[config.mk]
export PLATFORM = sky130hd
export DESIGN_NAME = digit_cmp
export DESIGN_NICKNAME = d
export VERILOG_FILES = /design/src/rtl/lock_pkg.sv /design/src/rtl/digit_cmp.sv
export SDC_FILE = /design/constraint.sdc
export NUM_CORES = 1
export LEC_CHECK = 0
export BUFFER_PORTS_ARGS = -buffer_cell sky130_fd_sc_hd__buf_4
export CAP_MARGIN = 20
export CORE_AREA = 8 8 45 47
export DETAILED_ROUTE_END_ITERATION = 12
export DIE_AREA = 0 0 53 55
export GPL_ROUTABILITY_DRIVEN = 0
export RECOVER_POWER = 50
export SYNTH_ARGS = -nofsm -noshare
export SYNTH_HDL_FRONTEND = slang
export SYNTH_SLANG_ARGS = --single-unit
[constraint.sdc]
create_clock -name vclk -period 0.89
set_input_delay 0.0445 -clock vclk [all_inputs]
set_output_delay 0.0445 -clock vclk [all_outputs]
set_load 0.005 [all_outputs]
[src/rtl/lock_pkg.sv]
// Shared types and constants for the keypad code checker.
// Stored code reset value, digit type and FSM state encoding.
package lock_pkg;

  typedef logic [3:0] digit_t;

  typedef enum logic [2:0] {
    ST_IDLE,
    ST_ENTRY,
    ST_CHECK,
    ST_OPEN,
    ST_FAIL,
    ST_LOCKOUT
  } state_e;

  localparam int DEFAULT_LEN = 4;

  // Element 0 is the first digit keyed in.
  localparam digit_t [DEFAULT_LEN-1:0] DEFAULT_CODE = {4'd4, 4'd3, 4'd2, 4'd1};

  localparam digit_t MAX_DIGIT = 4'd9;

endpackage

[src/rtl/digit_cmp.sv]
// Combinational 4-bit magnitude comparator, zero latency, no flow control.
module digit_cmp
  import lock_pkg::*;
(
  input  digit_t a_i,
  input  digit_t b_i,
  output logic   eq_o,
  output logic   lt_o,
  output logic   gt_o
);

  assign eq_o = (a_i == b_i);
  assign lt_o = (a_i <  b_i);
  assign gt_o = (a_i >  b_i);

endmodule

* Word level (Yosys, flattened, before mapping) *
Cells that the tools add are included.

storage, ports and cells
  output and inout port bits = 3
  register bits after elaboration = 0
  logic and storage cells = 3
  input port bits = 8

cells by class
  equality and inequality tests = 1
  order comparisons = 2

operators by type and width
  kind                           count
  4-bit equality test            1
  4-bit greater-than comparator  1
  4-bit less-than comparator     1

* Logic depth before layout (Yosys ltp) *
  depth in word-level cells = 1
  mapped depth = 5
  mapped depth without buffers = 5

* Worst setup path before layout *
Ideal clock, no wire load.

  kind = input port to output port
  from = input b_i[1]
  to = output lt_o
  slack = 127 ps
  data arrival time = 718 ps
  required time = 845 ps
  stages on the path = 5
  path buffers = 0
  cell sequence = inv_1 ha_1 nor2b_4 o21bai_4 and2_1

on the way
  word-level cells in the longest chain between the ends = 1

RTL lines
  item                        RTL line         source
  start: declaration          digit_cmp.sv:6   input digit_t b_i,
  4-bit less-than comparator  digit_cmp.sv:13  assign lt_o = (a_i < b_i);
  end: declaration            digit_cmp.sv:8   output logic lt_o,

No other way between the ends.

* Final worst setup path *
  from = input b_i[3]
  to = output lt_o

Same word-level chain as after synthesis.

==> run metrics <==
status complete, but fails checks; failing checks setup timing; Slew Viols, Final 0; Worst EP required ~850 ps; FFs & Latches 0; Syn. warnings 0; drt drc 0; Final ANT Viol Nets 0; fraction of layout cells with a size suffix above 1 roughly 89%; CP Max Fanout 2; CP arrival 870 ps; Mapped Nets 28; I/O Buffers 11; post-route minimum period 911 ps; initial antenna violation count 0; Initial Utilization around a tenth; top cell type's share of synthesized area around 39%; register area 0 µm²; DR iter-0 viols 0; commonest cells after routing, fill and taps aside buf_6 (7), buf_4 (5), inv_4 (3), ha_4 (3), a21oi_2 (2); hold-fix buffers at CTS 0; post-route setup slack -20.8 ps; antenna cell count 0; DIE AREA 0.00292 mm²; first-pass GRT wire length a little under 700 µm; final setup fails 2; DRT Pass-1 Iters 1; largest net degree at the start of global routing 3; Synth area leader ha_1; sequential fraction of the synthesis area 0%; clkbuf count 0; total core area about 0.0014 mm²; routed wire length roughly 360 µm; Tightest Pin Transition 139 ps; Mapped Cells 16; hold slack around 540 ps; I/O Pins 11; Place WS -97.3 ps; Distinct cells, synth 9; most common cell after layout, fill and taps aside buf_6; fillers 147; critical path class in2out; average wire per standard cell between 8 and 9 µm; hpwl dp about 340 µm; Max Clk Rate 1100 MHz; Die Y 55 µm; multi-input logic area 163 µm²; number of global-route vias before repair ~170; Leakage about 0.00014 µW; total power approximately 180 µW; die width ~53 µm; synth top area cells ha_1 (39%), o21bai_4 (15%), inv_1 (12%); # rows 14; Worst setup EP type output port; slew margin rel. roughly nine tenths; post-layout net count between 40 and 50; Vias/cell around 3.2; Setup crit start kind input pin; grt total ovfl 0; Tcrit/Tclk final 102%; RSZ-0062 raised after global routing yes; HP Class in2out; pwr dens 547 mW/mm²; Max Cap Violations 0; VDD IR max between 0.00015 and 0.0002 V; vias after detailed routing ~140; Cell Area, Synth 129 µm²; Total GRT Usage under 10%; Fin. Hold Viols 0; area delta synth->final 150%; Synth Area per Inst approximately 8.1 µm²
synth_stat cells:
library cell,count
nor2b_4,1
inv_1,4
o21bai_4,1
and2_1,1
a21oi_1,1
ha_1,4
nand2_1,2
nor2_1,1
a21oi_2,1
area by class of cell:
type	count	area share (%)
Multi-Input combinational cell	12	50.6
Tap cell	16	6.23
Timing Repair Buffer	12	36.2
Inverter	4	7.00
metrics by stage:
stage               utilization, %  instance area [µm²]  TNS [ps]  cells
global route                  23.2                  322      -104     44
global placement              17.3                  239      -200     44
finish                        23.2                  322     -27.3     44
detailed placement            17.3                  239      -255     44
floorplan                        -                  129         0     16
CTS                           22.5                  312     -41.5     44
kinds of logic (layout without fill, tap and decap cells):
family                     Yosys count  after routing  synth area share [%]
adders and majority gates            4              4                  38.8
buffers and inverters                4             16                  11.6
and+or+nand+nor                      5              5                  24.3
AOI/OAI and AO/OA                    3              3                  25.2
report_power, final:
part	leakage (µW)	switching, µW	total, µW	internal [µW]
combinational	0.000144	61.6	176	114
clock	0	0	0	0
sequential	0	0	0	0
total	0.000144	61.6	176	114
final timing paths:
| check | start | to | cells past startpoint |
|---|---|---|---|
| setup / recovery | b_i[3] | lt_o | 7 |
| hold / removal | a_i[3] | gt_o | 5 |
routing by layer:
layer,up-vias,track usage (%),part of all wire (%)
met5,-,0,0
met4,0,0,0
met3,0,0.535,8.5
met2,8,4.49,41
met1,58,4.22,50
li1,75,-,-
critical path: stages:
cell and delay, ps:
buf_6 70, inv_4 30, ha_4 260, nand2_2 50
o21bai_4 170, and2_4 140, buf_6 110
timing repair:
item / 4_1_cts / 5_1_grt
setup buffers: 0 / 0
endpoints found under the setup margin: 3 / 2
pin swaps: 5 / 1
resized for setup: 17 / 3
Power figures use the tool's default switching activity.
